==> config.mk <==
export PLATFORM = sky130hd
export DESIGN_NAME = scan_capture
export DESIGN_NICKNAME = d
export VERILOG_FILES = /design/src/rtl/scan_capture.sv
export SDC_FILE = /design/constraint.sdc
export NUM_CORES = 1
export LEC_CHECK = 0
export ABC_AREA = 1
export BUFFER_PORTS_ARGS = -buffer_cell sky130_fd_sc_hd__buf_2
export CORE_MARGIN = 2
export CORE_UTILIZATION = 34
export CTS_CLUSTER_SIZE = 14
export DETAILED_ROUTE_END_ITERATION = 7
export SLEW_MARGIN = 10
export SYNTH_ARGS = -nofsm -noshare
export SYNTH_HDL_FRONTEND = slang
export SYNTH_SLANG_ARGS = --single-unit
==> constraint.sdc <==
create_clock -name clk -period 8 [get_ports clk]
set_input_delay 0.4 -clock clk [delete_from_list [all_inputs] [get_ports clk]]
set_output_delay 0.4 -clock clk [all_outputs]
set_load 0.01 [all_outputs]
==> src/rtl/scan_capture.sv <==
// Receive-side decoder for the 4-digit multiplexed display scan: settles each
// (enable, segment) pair, decodes it to BCD and publishes complete frames.

module bcd_seg (
  input  logic [3:0]  bcd,
  output logic [14:0] seg
);
  always_comb begin
    seg = 15'h0000;
    case (bcd)
      4'd0: seg = 15'h0E3F;
      4'd1: seg = 15'h0006;
      4'd2: seg = 15'h105B;
      4'd3: seg = 15'h104F;
      4'd4: seg = 15'h1066;
      4'd5: seg = 15'h106D;
      4'd6: seg = 15'h107D;
      4'd7: seg = 15'h0807;
      4'd8: seg = 15'h107F;
      4'd9: seg = 15'h106F;
      default: seg = 15'h0000;
    endcase
  end
endmodule

module scan_capture #(
  parameter int SETTLE  = 4,
  parameter int TIMEOUT = 65536
) (
  input  logic        clk,
  input  logic        rst,
  input  logic [3:0]  wh_light,
  input  logic [14:0] display,
  output logic [3:0]  digit0,
  output logic [3:0]  digit1,
  output logic [3:0]  digit2,
  output logic [3:0]  digit3,
  output logic        frame_valid,
  output logic [7:0]  err_cnt,
  output logic        stale
);

  localparam int STW = $clog2(TIMEOUT + 1);
  localparam logic [3:0]     SETTLE_LAST = 4'(SETTLE - 1);
  localparam logic [3:0]     SETTLE_HIT  = 4'(SETTLE - 2);
  localparam logic [STW-1:0] STALE_MAX   = STW'(TIMEOUT);

  logic [14:0] seg_ref [10];

  for (genvar g = 0; g < 10; g++) begin : g_ref
    bcd_seg u_ref (
      .bcd (4'(g)),
      .seg (seg_ref[g])
    );
  end

  logic [3:0] n_match;
  logic [3:0] dec_val;
  logic       dec_valid;

  always_comb begin
    n_match = 4'd0;
    dec_val = 4'd0;
    for (int i = 0; i < 10; i++) begin
      if (display == seg_ref[i]) begin
        n_match = n_match + 4'd1;
        dec_val = 4'(i);
      end
    end
    dec_valid = (n_match == 4'd1);
  end

  logic [3:0] en_oh;
  logic       en_legal;

  always_comb begin
    en_oh    = 4'b0000;
    en_legal = 1'b0;
    case (wh_light)
      4'b1110: begin en_oh = 4'b0001; en_legal = 1'b1; end
      4'b1101: begin en_oh = 4'b0010; en_legal = 1'b1; end
      4'b1011: begin en_oh = 4'b0100; en_legal = 1'b1; end
      4'b0111: begin en_oh = 4'b1000; en_legal = 1'b1; end
      default: begin en_oh = 4'b0000; en_legal = 1'b0; end
    endcase
  end

  logic [18:0]    pair_q, pair_d;
  logic [3:0]     cnt_q, cnt_d;
  logic           accepted_q, accepted_d;
  logic [3:0]     mask_q, mask_d;
  logic [3:0]     shadow_q [4];
  logic [3:0]     shadow_d [4];
  logic [3:0]     digit_q [4];
  logic [3:0]     digit_d [4];
  logic           frame_valid_q, frame_valid_d;
  logic [7:0]     err_q, err_d;
  logic [STW-1:0] stale_cnt_q, stale_cnt_d;
  logic           stale_q, stale_d;

  logic same;
  logic accept_hit;
  logic accept;
  logic frame_now;

  always_comb begin
    pair_d     = {wh_light, display};
    same       = (pair_d == pair_q);
    accept_hit = same && (cnt_q == SETTLE_HIT) && !accepted_q;
    // Illegal enables still consume the dwell so they can never be accepted later.
    accept     = accept_hit && en_legal;
    frame_now  = (mask_q == 4'b1111);

    if (!same)                    cnt_d = 4'd0;
    else if (cnt_q != SETTLE_LAST) cnt_d = cnt_q + 4'd1;
    else                          cnt_d = cnt_q;

    accepted_d = same ? (accepted_q | accept_hit) : 1'b0;

    shadow_d = shadow_q;
    digit_d  = digit_q;
    err_d    = err_q;
    mask_d   = frame_now ? 4'b0000 : mask_q;

    if (frame_now) digit_d = shadow_q;

    if (accept) begin
      if (dec_valid) begin
        mask_d = mask_d | en_oh;
        for (int d = 0; d < 4; d++) begin
          if (en_oh[d]) shadow_d[d] = dec_val;
        end
      end else if (err_q != 8'hFF) begin
        err_d = err_q + 8'd1;
      end
    end

    frame_valid_d = frame_now;

    if (frame_now)                  stale_cnt_d = '0;
    else if (stale_cnt_q != STALE_MAX) stale_cnt_d = stale_cnt_q + 1'b1;
    else                            stale_cnt_d = stale_cnt_q;
    stale_d = !frame_now && (stale_cnt_d == STALE_MAX);
  end

  always_ff @(posedge clk) begin
    if (rst) begin
      pair_q        <= '1;
      cnt_q         <= 4'd0;
      accepted_q    <= 1'b0;
      mask_q        <= 4'b0000;
      for (int d = 0; d < 4; d++) begin
        shadow_q[d] <= 4'd0;
        digit_q[d]  <= 4'd0;
      end
      frame_valid_q <= 1'b0;
      err_q         <= 8'd0;
      stale_cnt_q   <= '0;
      stale_q       <= 1'b0;
    end else begin
      pair_q        <= pair_d;
      cnt_q         <= cnt_d;
      accepted_q    <= accepted_d;
      mask_q        <= mask_d;
      shadow_q      <= shadow_d;
      digit_q       <= digit_d;
      frame_valid_q <= frame_valid_d;
      err_q         <= err_d;
      stale_cnt_q   <= stale_cnt_d;
      stale_q       <= stale_d;
    end
  end

  assign digit0      = digit_q[0];
  assign digit1      = digit_q[1];
  assign digit2      = digit_q[2];
  assign digit3      = digit_q[3];
  assign frame_valid = frame_valid_q;
  assign err_cnt     = err_q;
  assign stale       = stale_q;

endmodule

=== Yosys cells after proc, flatten, opt, wreduce, memory -nomap -nowiden ===
Memory sizes are Yosys's and may differ from the RTL's.
Cells that the tools add are included.

* $add $sub $neg: 12
* Eq/ne operators: 22
* Multiplexer cells: 26
* Bitwise logic cells: 4
* Reductions and logical operators: 13

{| class="wikitable"
|+ Operator list
! cell !! number
|-
| equality test 15 bit || 10
|-
| 2-to-1 mux 4 bit || 20
|-
| adder 4 x 1 -> 4 bit (second input constant) || 10
|-
| 2-to-1 mux 17 bit || 2
|-
| equality test 19 bit || 1
|-
| adder 17 x 1 -> 17 bit (second input constant) || 1
|-
| equality test 17 bit (second input constant) || 1
|-
| inequality test 17 bit (second input constant) || 1
|-
| equality test 4 bit (second input constant) || 4
|-
| case mux 4 bit (4 select lines) || 1
|-
| AND reduction 3 bit || 5
|-
| adder 8 x 1 -> 8 bit (second input constant) || 1
|-
| inequality test 8 bit (second input constant) || 1
|-
| equality test 4 x 1 -> 1 bit (second input constant) || 1
|-
| equality test 4 x 2 -> 1 bit (second input constant) || 1
|-
| equality test 4 x 3 -> 1 bit (second input constant) || 1
|-
| logical AND 1 bit || 4
|-
| inequality test 4 x 2 -> 1 bit (second input constant) || 1
|-
| OR 4 bit || 1
|-
| OR reduction 4 bit || 1
|-
| 2-to-1 mux 1 bit || 3
|-
| logical NOT 1 bit || 2
|-
| NOT 1 bit || 2
|-
| OR reduction 2 bit || 1
|-
| OR 1 bit || 1
|}

* Register bits: 87
* Memory bits (read-only): 1760
* Memories: 10

{| class="wikitable"
|+ Memories
! memory !! depth !! bits a word !! read ports !! clocked after Yosys merged registers in !! wr ports !! RTL line !! source
|-
| (name not given) || 16 || 11 || 1 || 0 || 0 || 10 || <nowiki>case (bcd)</nowiki>
|-
| (name not given) || 16 || 11 || 1 || 0 || 0 || 10 ||
|-
| (name not given) || 16 || 11 || 1 || 0 || 0 || 10 ||
|-
| (name not given) || 16 || 11 || 1 || 0 || 0 || 10 ||
|-
| (name not given) || 16 || 11 || 1 || 0 || 0 || 10 ||
|-
| (name not given) || 16 || 11 || 1 || 0 || 0 || 10 ||
|-
| +4 memories || n/a || n/a || n/a || n/a || n/a || n/a ||
|}

=== Longest topological paths before layout ===
An unclocked memory read counts as a cell.

* Depth after elaboration: 24
* Depth in mapped cells: 38
* Gate-level depth less buffers: 38

=== Hierarchy ===
Synthesis repeated with hierarchy kept, for this count alone.

* Cells, all modules: 1513
* Area, all modules: 9626.7 um^2

{| class="wikitable"
|+ By module, submodules not included
! module !! times used !! cells an instance !! area an instance (um^2) !! sequential area each (um^2)
|-
| scan_capture || 1 || 983 || 6811.5 || 1741.7
|-
| bcd_seg || 10 || 53 || 281.5 || 0.0
|}

=== Least setup slack after synthesis ===
OpenSTA, ideal clock, no wires.

* Kind: input port to flip-flop
* Start: input display[12]
* End: register err_q[0], in the netlist err_cnt[0]
* Arrival: 5515 ps
* Setup slack: 2370 ps
* Stages: 37
* Buffers on the path: 0
* Cell sequence: nor3_1 > nand3_1 > nor2_1 > nand2_1 > ha_1 > nand3_2 > nand2_2 > inv_1 > ha_1 > nand2_1 > nand2_1 > ha_1 > inv_1 > nand2_1 > and2_1 > ha_1 > nand2_1 > nand2_1 > ha_1 > or2_2 > and2_1 > ha_1 > nand4_1 > nand2_1 > ha_1 > or2_2 > nand2_1 > inv_1 > ha_1 > a31oi_1 > nand2_1 > nand2_4 > nand2_4 > nand3_1 > nand2_1 > nand2_1 > nor2_1

* Word-level cells in the longest chain between the ends: 23
* Elaborated cells on any way between the ends: 36
* Classes of those cells: add/sub: 9; eq/ne: 12; mux: 10; bitwise: 1; reduce/logical: 4

{| class="wikitable"
|+ Ends and longest elaborated chain
! element !! RTL line !! source
|-
| start, declared || 33 || <nowiki>input logic [14:0] display,</nowiki>
|-
| equality test 15 bit || 65 || <nowiki>if (display == seg_ref[i]) begin</nowiki>
|-
| 2-to-1 mux 1 bit || 65 ||
|-
| adder 4 x 1 -> 4 bit || 66 || <nowiki>n_match = n_match + 4'd1;</nowiki>
|-
| 2-to-1 mux 4 bit || 65 ||
|-
| adder 4 x 1 -> 4 bit || 66 ||
|-
| 2-to-1 mux 4 bit || 65 ||
|-
| adder 4 x 1 -> 4 bit || 66 ||
|-
| 2-to-1 mux 4 bit || 65 ||
|-
| (+7 left out) || n/a ||
|-
| 2-to-1 mux 4 bit || 65 ||
|-
| adder 4 x 1 -> 4 bit || 66 ||
|-
| 2-to-1 mux 4 bit || 65 ||
|-
| adder 4 x 1 -> 4 bit || 66 ||
|-
| 2-to-1 mux 4 bit || 65 ||
|-
| equality test 4 x 1 -> 1 bit || 70 || <nowiki>dec_valid = (n_match == 4'd1);</nowiki>
|-
| NOT 1 bit (no source line) || n/a ||
|-
| AND reduction 3 bit (no source line) (*) || n/a ||
|-
| end signal, assigned || 168 || <nowiki>err_q <= err_d;</nowiki>
|-
| end, declared || 97 || <nowiki>logic [7:0] err_q, err_d;</nowiki>
|}

Mark *: on every way between the ends. The rest lies on a longest branch, timed or not.
A chain may end at the register's enable or synchronous reset.

=== Worst setup path after layout ===
* Start: input display[12]
* End: register shadow_q[9] (netlist name)

* Word-level cells in the longest chain between the ends: 22
* Elaborated cells on any way between the ends: 43
* Classes of those cells: add/sub: 9; eq/ne: 12; mux: 18; reduce/logical: 4

{| class="wikitable"
|+ Ends and longest elaborated chain
! element !! RTL line !! source
|-
| equality test 15 bit || 65 ||
|-
| 2-to-1 mux 1 bit || 65 ||
|-
| adder 4 x 1 -> 4 bit || 66 ||
|-
| 2-to-1 mux 4 bit || 65 ||
|-
| adder 4 x 1 -> 4 bit || 66 ||
|-
| 2-to-1 mux 4 bit || 65 ||
|-
| adder 4 x 1 -> 4 bit || 66 ||
|-
| 2-to-1 mux 4 bit || 65 ||
|-
| (+6 left out) || n/a ||
|-
| adder 4 x 1 -> 4 bit || 66 ||
|-
| 2-to-1 mux 4 bit || 65 ||
|-
| adder 4 x 1 -> 4 bit || 66 ||
|-
| 2-to-1 mux 4 bit || 65 ||
|-
| adder 4 x 1 -> 4 bit || 66 ||
|-
| 2-to-1 mux 4 bit || 65 ||
|-
| equality test 4 x 1 -> 1 bit || 70 ||
|-
| AND reduction 3 bit (no source line) || n/a ||
|-
| end signal, assigned || 165 || <nowiki>shadow_q <= shadow_d;</nowiki>
|-
| end, declared || 92 || <nowiki>logic [3:0] shadow_q [4];</nowiki>
|}

Several ways; a longest one is shown, not always the timed one.

==> summary.md <==
| Metric | Value |
|---|---|
| Status | finished clean |
| Routed wire length | 10300 µm |
| Cell with the most instances after synthesis | nand2_1 |
| Cell count after synthesis | 638 |
| Pleak | 2.52 nW |
| Crit-path max FO | 10 |
| Filler instances | 1406 |
| EDFF count, synth | 0 |
| IO Port Bufs | 46 |
| Share of the yosys chip area belonging to registers | 38.3% |
| Synth warn | 0 |
| Reg-to-Reg Start | pair_q[1] |
| Combinational share of power | 5.0% |
| Grt total ovfl | 0 |
| Worst skew pair latency | 350 ps |
| CTS buffer count | 9 |
| RSZ-0062 raised after global routing | no |
| Final #Nets | 721 |
| Sequential cell area | 0.00174 mm² |
| Max Fclk | 167 MHz |
| Slew Limit Headroom | 32.6% |
| Clock skew | 9.52 ps |
| Worst stage delay on the critical path | 320 ps |
| Post-Syn Nets | 673 |
| Crit end category | flop |
| Main combinational cell family by area after synthesis | simple AND/OR/NAND/NOR gates |
| H-tree depth | 3 |
| # IOs | 47 |
| Std-Cell Rows | 42 |
| Synth Register Bits | 87 |
| Switching power | 0.000218 W |
| WP data required | 8280 ps |
| Worst Hold Class | in2reg |
| Synth top area share | 38.3% |
| Min-Delay Endpoint | pair_q[13] |
| Clk Tree Root Cell | clkbuf_16 |
| Dpl cells | 851 |
| Post-placement setup slack | 1710 ps |
| Syn avg cell area | 7.13 µm² |
| Vias in the first global route | 3828 |
| Drt initial violations | 269 |
| CTS resizes | 0 |
| R2r endpoint | shadow_q[9] |
| Fraction of the mapped netlist area in simple logic gates | 38.3% |
| HPWL Detailed | 7790 µm |
| Post-synthesis mux area share | 0% |
| Die Area | 0.0143 mm² |
| Initial antenna violation count | 0 |
| Peak supply drop | 0.0000904 V |
| DR DRC count | 0 |
| Power Density | 176 mW/mm² |
| Die Height | 120 µm |
| Hold path depth | 3 |
| Share of layout cells above drive strength 1 | 14.9% |
| R2R depth | 11 |
| Synth-to-Final Area Change | 16.0% |
| Crit share post-route | 74.7% |
| Most Frequent Cell on Critical Path | nand2_1 |
| Area leader, netlist | dfxtp_1 |
| Net switching share of the total power | 23.4% |
| Flop2flop setup slack | 5120 ps |
| Synth unique cells | 36 |
| Multi-input gate area | 0.00242 mm² |
| Worst setup margin | 2030 ps |
| Final antenna-violating net count | 0 |
| Vias per cell | 4.80 |
| Synth top area cells | dfxtp_1 (38%), nand2_1 (11%), nand3_1 (7.4%) |
| Tot GR Track Use | 15.2% |
| Post-Synth Adder-Cell Area | 3.85% |
| Post-detailed-route wirelength per cell | 11.9 µm |
| DR vias | 4160 |
| CP Class | in2reg |
| Max Cap Viol | 0 |
| Crit path time final | 5970 ps |
| Dominant synthesized flop cell | dfxtp_1 |
| Slowest-stage cell, CP | ha_1 |
| Design Power | 0.000929 W |
| Flop pwr share | 47.6% |
| Post-Syn Area | 0.00455 mm² |
| Final Max Slew Viols | 0 |
| Initial Utilization | 34.6% |
| Ant diodes | 0 |
| CTS Hold Bufs | 0 |
| First-pass GRT wire length | 17500 µm |
| Post-Synth XOR/XNOR Area | 5.97% |
| Hold Vio Cnt, Final | 0 |
| CP arrival | 6250 ps |
| Num Clock Sinks | 87 |
| Worst-path clk slew | 60 ps |
| Post-synth ARST share | 0% |
| Setup Buffers After CTS | 0 |
| First-pass DRT Iterations | 4 |
| Internal | 0.000712 W |
| Min-delay src | display[13] |
| CTS tree | yes |
| Fin util | 40.2% |
| Compound-Gate Fraction of Synth Area | 5.17% |
| Setup violations, final | 0 |
| Post-route setup TNS | 0 ps |
| Startpoint type of the worst setup path | primary input |
| Core Box Area | 0.0131 mm² |
| Largest net degree at the start of global routing | 56 |
| Least-Margin Pin Slew | 1000 ps |
| Layout Cells excl Fill | 867 |
| Longest Clk Path Bufs | 2 |
| Top cells by count, synth | nand2_1 (128), dfxtp_1 (87), inv_1 (82) |
| Chip Width | 120 µm |
| Clock share of power | 47.4% |
| Routability congestion estimate | 0.844 |
## area by class of cell
cell class / instances / share of cell area, %
Clock buffer: 10 / 4.53
Clock inverter: 6 / 1.45
Inverter: 86 / 6.12
Multi-Input combinational cell: 453 / 45.9
Sequential cell: 87 / 33.0
Tap cell: 176 / 4.17
Timing Repair Buffer: 49 / 4.79
## critical path: cells and delay by family
kind                       cells  cell delay (ps)
AOI/OAI and AO/OA              1              150
buffers and inverters          4              270
and+or+nand+nor               24             3280
adders and majority gates      8             2150
## routing by layer
metal / vias up / global-route usage, % / routed length (µm)
li1: 2165 / - / -
met5: - / 0 / 0
met3: 14 / 3.94 / 364
met4: 0 / 6.91 / 215
met1: 1915 / 19.3 / 5020
met2: 66 / 24.2 / 4680
## metrics by stage
stage / area (µm²) / hold slack (ps)
6_report: 5280 / 291
5_1_grt: 5280 / 297
4_1_cts: 5280 / 275
3_5_place_dp: 4960 / 466
3_3_place_gp: 4960 / 457
2_1_floorplan: 4550 / 420
## power by group through the flow
stage	Combinational (W)	Clock [W]	Sequential (W)
4_1_cts	0.0000473	0.000453	0.000442
2_1_floorplan	0.0000307	0	0.000452
5_1_grt	0.0000533	0.000471	0.000443
6_report	0.0000468	0.000440	0.000442
3_3_place_gp	0.0000462	0	0.000452
3_5_place_dp	0.0000470	0	0.000452
## how the worst max path moves through the flow
stage,start,to,slack [ps],cells after the start
finish,display[12],shadow_q[9],2030,37
global route,display[12],shadow_q[9],1540,37
floorplan,display[12],err_cnt[0],2370,37
CTS,display[12],shadow_q[9],2030,37
detailed placement,display[12],shadow_q[9],1710,37
global placement,display[12],shadow_q[14],1830,37
## logic make-up (layout without fill, tap and decap cells)
logic type / count (synthesis) / count (layout)
compound gates: 42 / 42
xor+xnor: 31 / 31
fa+ha+maj: 14 / 14
buf+inv: 98 / 151
flops: 87 / 87
simple gates: 366 / 366
## layout by cell type, fill, tap and decap left out, types with 4 or more instances in the layout
master     instances
nand4_1           20
clkbuf_16          9
o21ai_0           19
xor2_1            22
nand2_2            9
xnor2_1            9
buf_2             46
nand3_2            4
nor2_1            80
ha_1              14
dfxtp_1           87
nand2_1          128
nor3_1            19
o22ai_1            4
inv_1             82
nor4_1            12
nand4_2            4
a21oi_1           14
nand3_1           67
or2_2              9
## sequential cells by signal (all words and copies together) (netlist names)
signal	cells
digit1	4
mask_q	4
cnt_q	4
digit3	4
stale	1
pair_q	19
stale_cnt_q	17
err_cnt	8
shadow_q	16
digit0	4
accepted_q	1
frame_valid	1
digit2	4
No activity file was read; power rests on OpenSTA's default activity.
